===== src/rtl/fetch_stage.sv =====
// MIPS instruction-fetch stage: PC register, req/ack instruction-memory port,
// one-entry skid buffer and valid/ready output toward decode, with redirect squash.
module fetch_stage #(
    parameter logic [31:0] RESET_PC = 32'h0000_3000
) (
    input  logic        clk,
    input  logic        rst,
    output logic        imem_req,
    output logic [31:0] imem_addr,
    input  logic        imem_ack,
    input  logic [31:0] imem_rdata,
    input  logic        redirect_valid,
    input  logic [31:0] redirect_pc,
    output logic        out_valid,
    input  logic        out_ready,
    output logic [31:0] out_instruction,
    output logic [31:0] out_pc,
    output logic [31:0] out_pc_plus4
);

    localparam logic [1:0] IDLE  = 2'd0;
    localparam logic [1:0] FETCH = 2'd1;
    localparam logic [1:0] DRAIN = 2'd2;

    logic [1:0]  state;
    logic [31:0] pc;
    logic [31:0] drain_addr;
    logic        skid_valid;
    logic [31:0] skid_instr;
    logic [31:0] skid_pc;
    logic        xfer;
    logic        consume;

    // DRAIN keeps presenting the squashed request until memory completes it.
    always_comb begin
        imem_req  = 1'b0;
        imem_addr = pc;
        case (state)
            FETCH:   imem_req = !skid_valid;
            DRAIN: begin
                imem_req  = 1'b1;
                imem_addr = drain_addr;
            end
            default: ;
        endcase
    end

    assign xfer    = (state == FETCH) && imem_req && imem_ack;
    assign consume = out_valid && out_ready;

    always_ff @(posedge clk or posedge rst) begin
        if (rst) begin
            state           <= IDLE;
            pc              <= RESET_PC;
            drain_addr      <= '0;
            skid_valid      <= 1'b0;
            skid_instr      <= '0;
            skid_pc         <= '0;
            out_valid       <= 1'b0;
            out_instruction <= '0;
            out_pc          <= '0;
            out_pc_plus4    <= '0;
        end else if (redirect_valid) begin
            out_valid  <= 1'b0;
            skid_valid <= 1'b0;
            pc         <= redirect_pc & ~32'h3;
            case (state)
                FETCH: if (imem_req && !imem_ack) begin
                    state      <= DRAIN;
                    drain_addr <= pc;
                end
                DRAIN: if (imem_ack) state <= FETCH;
                default: state <= FETCH;
            endcase
        end else begin
            case (state)
                IDLE:    state <= FETCH;
                DRAIN:   if (imem_ack) state <= FETCH;
                default: ;
            endcase
            if (xfer) begin
                pc <= pc + 32'd4;
                if (!out_valid || out_ready) begin
                    out_valid       <= 1'b1;
                    out_instruction <= imem_rdata;
                    out_pc          <= pc;
                    out_pc_plus4    <= pc + 32'd4;
                end else begin
                    skid_valid <= 1'b1;
                    skid_instr <= imem_rdata;
                    skid_pc    <= pc;
                end
            end else if (consume) begin
                // A transfer can never coincide with a full skid, so this is the only drain path.
                if (skid_valid) begin
                    skid_valid      <= 1'b0;
                    out_instruction <= skid_instr;
                    out_pc          <= skid_pc;
                    out_pc_plus4    <= skid_pc + 32'd4;
                end else begin
                    out_valid <= 1'b0;
                end
            end
        end
    end

endmodule


===== config.mk =====
export PLATFORM = sky130hd
export DESIGN_NAME = fetch_stage
export DESIGN_NICKNAME = d
export VERILOG_FILES = /design/src/rtl/fetch_stage.sv
export SDC_FILE = /design/constraint.sdc
export NUM_CORES = 1
export LEC_CHECK = 0
export CAP_MARGIN = 40
export CORE_MARGIN = 2
export CORE_UTILIZATION = 57
export CTS_CLUSTER_SIZE = 10
export DETAILED_ROUTE_END_ITERATION = 16
export PLACE_DENSITY = 0.91
export SLEW_MARGIN = 20
export SYNTH_ARGS = -nofsm -noshare
export SYNTH_HDL_FRONTEND = slang
export SYNTH_SLANG_ARGS = --single-unit
export TNS_END_PERCENT = 100

===== constraint.sdc =====
create_clock -name clk -period 17.6 [get_ports clk]
set_input_delay 1.76 -clock clk [delete_from_list [all_inputs] [get_ports clk]]
set_output_delay 1.76 -clock clk [all_outputs]
set_load 0.1 [all_outputs]

==> flow_summary_export.csv <==
group,metric,value,unit
yosys,yosysTopAreaCell,"dfrtp_1",
place,port_buffers,190,
place,hpwl,24.7,mm
setup_path,r2r_cells,11,
power,p_per_area,229,mW/mm2
cts,post_cts_buffers,0,
worst_hold_path,holdCritPathClass,"reg2reg",
cts,cts_resized,0,
route,drtPass1Iterations,6,
cts,clock_latency,0.52,ns
setup_path,critical_path.max_fanout,25,
yosys,synth-compound-area-share,0.0873,
yosys,yosys.area_share.xor_xnor,0.0615,
yosys,synth_warnings,0,
setup_path,r2r_start,"state[0]$_DFFE_PP0P_",
route,drc_errors,0,
timing,finalSetupViolCount,0,
route,totalWireLength,37.3,mm
cts,clk_path_buf_depth,3,
global_route,antenna_found_initial,0,
timing,period_minus_slack,4.96,ns
yosys,syn_area,0.0110,mm2
floorplanning,chipWidth,143,um
floorplanning,initial_core_util,0.584,
setup_path,cp.arrival,3.20,ns
setup_path,r2r_slack,13.88,ns
final_layout,fillers,898,
yosys,synth_edf_count,0,
timing,setup_tns,0,ns
setup_path,crit_type,"reg2out",
global_route,overflow,0,
yosys,synthMuxAreaShare,0.126,
route,drtIter0Drc,1363,
yosys,synth_fa_ha_area_frac,0.00571,
floorplanning,core-area,0.0188,mm2
yosys,ys_seq_area_frac,0.498,
global_route,grt_start_max_net_pins,86,
timing,rsz0062_at_grt,"false",
yosys,synthTopCellsByArea,"dfrtp_1 (49%), mux2_2 (12%), nand2_1 (7.3%), a31oi_1 (3.6%), xnor2_1 (3.4%)",
final_layout,nNetsFinal,1463,
floorplanning,rows,50,
timing,clock.fmax,202,MHz
yosys,ys_async_sr_fraction,1.00,
power,design_power_total,3.63,mW
cts,htree_levels,1,
timing,slew_headroom,0.489,
floorplanning,die_h,143,um
cts,cts_root_buf,"clkbuf_16",
cts,cts_buffers,25,
setup_path,reg2reg_to,"skid_instr[5]$_DFFE_PP0P_",
timing,drv_slew,0,
global_route,grt_pass1_wl,57.9,mm
route,viasPerCell,6.36,
global_route,first_global_vias,10722,
worst_hold_path,hold_depth,2,
yosys,synth_common_cells,"dfrtp_1 (216), nand2_1 (212), mux2_2 (114), nor2_1 (90), a31oi_1 (63)",
cts,tritoncts,"yes",
job,drv_cap,0,
power,leakage,6.70,nW
timing,hold_viol,0,
setup_path,crit_end,"imem_addr[17]",
power,ir_worst_vdd,0.198,mV
yosys,synth_top_area_frac,0.493,
cts,clkTransAtPathRegs,0.06,ns
final_layout,regArea,0.00546,mm2
timing,finalCritPeriodShare,0.282,
worst_hold_path,hp-start,"out_pc_plus4[2]$_DFFE_PP0P_",
final_layout,syn2layout_area_growth,44.8,%
yosys,ys_ff_latch,218,
cts,cts_hold_buffers,0,
yosys,synth_most_common_cell,"dfrtp_1",
final_layout,drive_gt1_frac,0.216,
final_layout,multi_input_area,0.00505,mm2
setup_path,cp_data_required_time,15.84,ns
route,wl_per_cell,22.9,um
setup_path,cp-start-kind,"flip-flop",
outcome,status,"complete, no violations",
yosys,synth_top_family_by_area,"simple AND/OR/NAND/NOR gates",
global_route,track_usage,0.366,
setup_path,startpoint,"state[0]$_DFFE_PP0P_",
yosys,avgSynthCellArea,9.78,um2
place,place_congestion,0.877,
yosys,synthDistinctLibCells,50,
floorplanning,ios,199,
route,ant_nets,0,
setup_path,setup.worst_path.end_class,"output port",
timing,finClkSkew,0.0215,ns
yosys,synthCells,1121,
yosys,ys.flop_type,"dfrtp_1",
yosys,synth-simple-area-share,0.176,
floorplanning,die_area,0.0203,mm2
timing,max_slew.worst_pin.slew,0.760,ns
final_layout,diodes,0,
cts,clock-sinks,218,
route,vias,10388,
per-stage QoR:
stage                     instances  hold slack (ns)  setup WS (ns)  cell area (um2)   util
after CTS                      1630            0.494          12.67            15800  0.841
after global placement         1463            0.459          12.97            12800  0.684
after floorplan                1126            0.444           9.88            11000      -
after global routing           1634            0.515          12.58            15900  0.845
final                          1634            0.493          12.64            15900  0.845
after detailed placement       1592            0.479          12.99            15100  0.805
logic make-up after synthesis:
group / count (synthesis)
and+or+nand+nor: 426
adders and majority gates: 5
other: 1
buffers and inverters: 112
DFF: 218
AOI/OAI and AO/OA: 158
xor gates and xnor gates: 77
muxes: 124
how the worst min path moves through the flow:
stage / end / slack (ns)
finish: out_pc_plus4[2]$_DFFE_PP0P_ / 0.49
detailed placement: drain_addr[6]$_DFFE_PP0P_ / 0.48
global placement: drain_addr[6]$_DFFE_PP0P_ / 0.46
CTS: out_pc_plus4[2]$_DFFE_PP0P_ / 0.49
floorplan: drain_addr[6]$_DFFE_PP0P_ / 0.44
global route: drain_addr[23]$_DFFE_PP0P_ / 0.52
report_power, final:
group / switching, mW / internal, mW / leakage, nW
Clock: 0.198 / 0.260 / 0.327
Combinational: 1.44 / 0.840 / 3.66
Sequential: 0.192 / 0.703 / 2.72
Total: 1.83 / 1.80 / 6.70
area by class of cell:
| class | instances | share of cell area |
|---|---|---|
| clock inverters | 1 | 0.000552 |
| repair buffers | 333 | 0.272 |
| multi-input cells | 796 | 0.319 |
| flip-flops and latches | 218 | 0.344 |
| well taps | 234 | 0.0185 |
| clock buffers | 37 | 0.0423 |
| inverters | 15 | 0.00402 |
critical path: stages, from the launching register on:
cell and delay [ns]:
dfrtp_1 0.40, inv_1 0.13, ha_1 0.65, buf_4 0.43, mux2_2 0.38, clkdlybuf4s50_1 0.48
buf_8 0.19
flip-flops by register name (all words and copies together), names as in the netlist:
name / flops
skid_instr: 32
out_instruction: 32
drain_addr: 30
out_pc_plus4: 30
skid_pc: 30
pc: 30
out_valid: 1
state: 2
skid_valid: 1
out_pc: 30
layer usage:
layer / part of all wire / global-route usage / vias to the layer above
met2: 0.52 / 0.653 / 770
met4: 0.066 / 0.196 / 0
met1: 0.33 / 0.409 / 4973
met3: 0.090 / 0.0808 / 251
li1: - / - / 4394
met5: 0 / 0 / -
cells in the final DEF, fill, tap and decap left out, types with 14 or more instances in the layout:
cell             netlist  final
dfrtp_1              216    216
nand2_1              212    212
clkdlybuf4s50_1        0    189
mux2_2               114    114
buf_8                  0    101
nor2_1                90     89
a31oi_1               63     63
o21ai_0               52     52
xnor2_1               42     42
xor2_1                35     35
nand4_1               30     30
buf_16                 0     29
clkbuf_16              0     25
nand3_1               24     24
nor3_1                23     23
inv_1                 15     14
No activity file was read; power rests on OpenSTA's default activity.
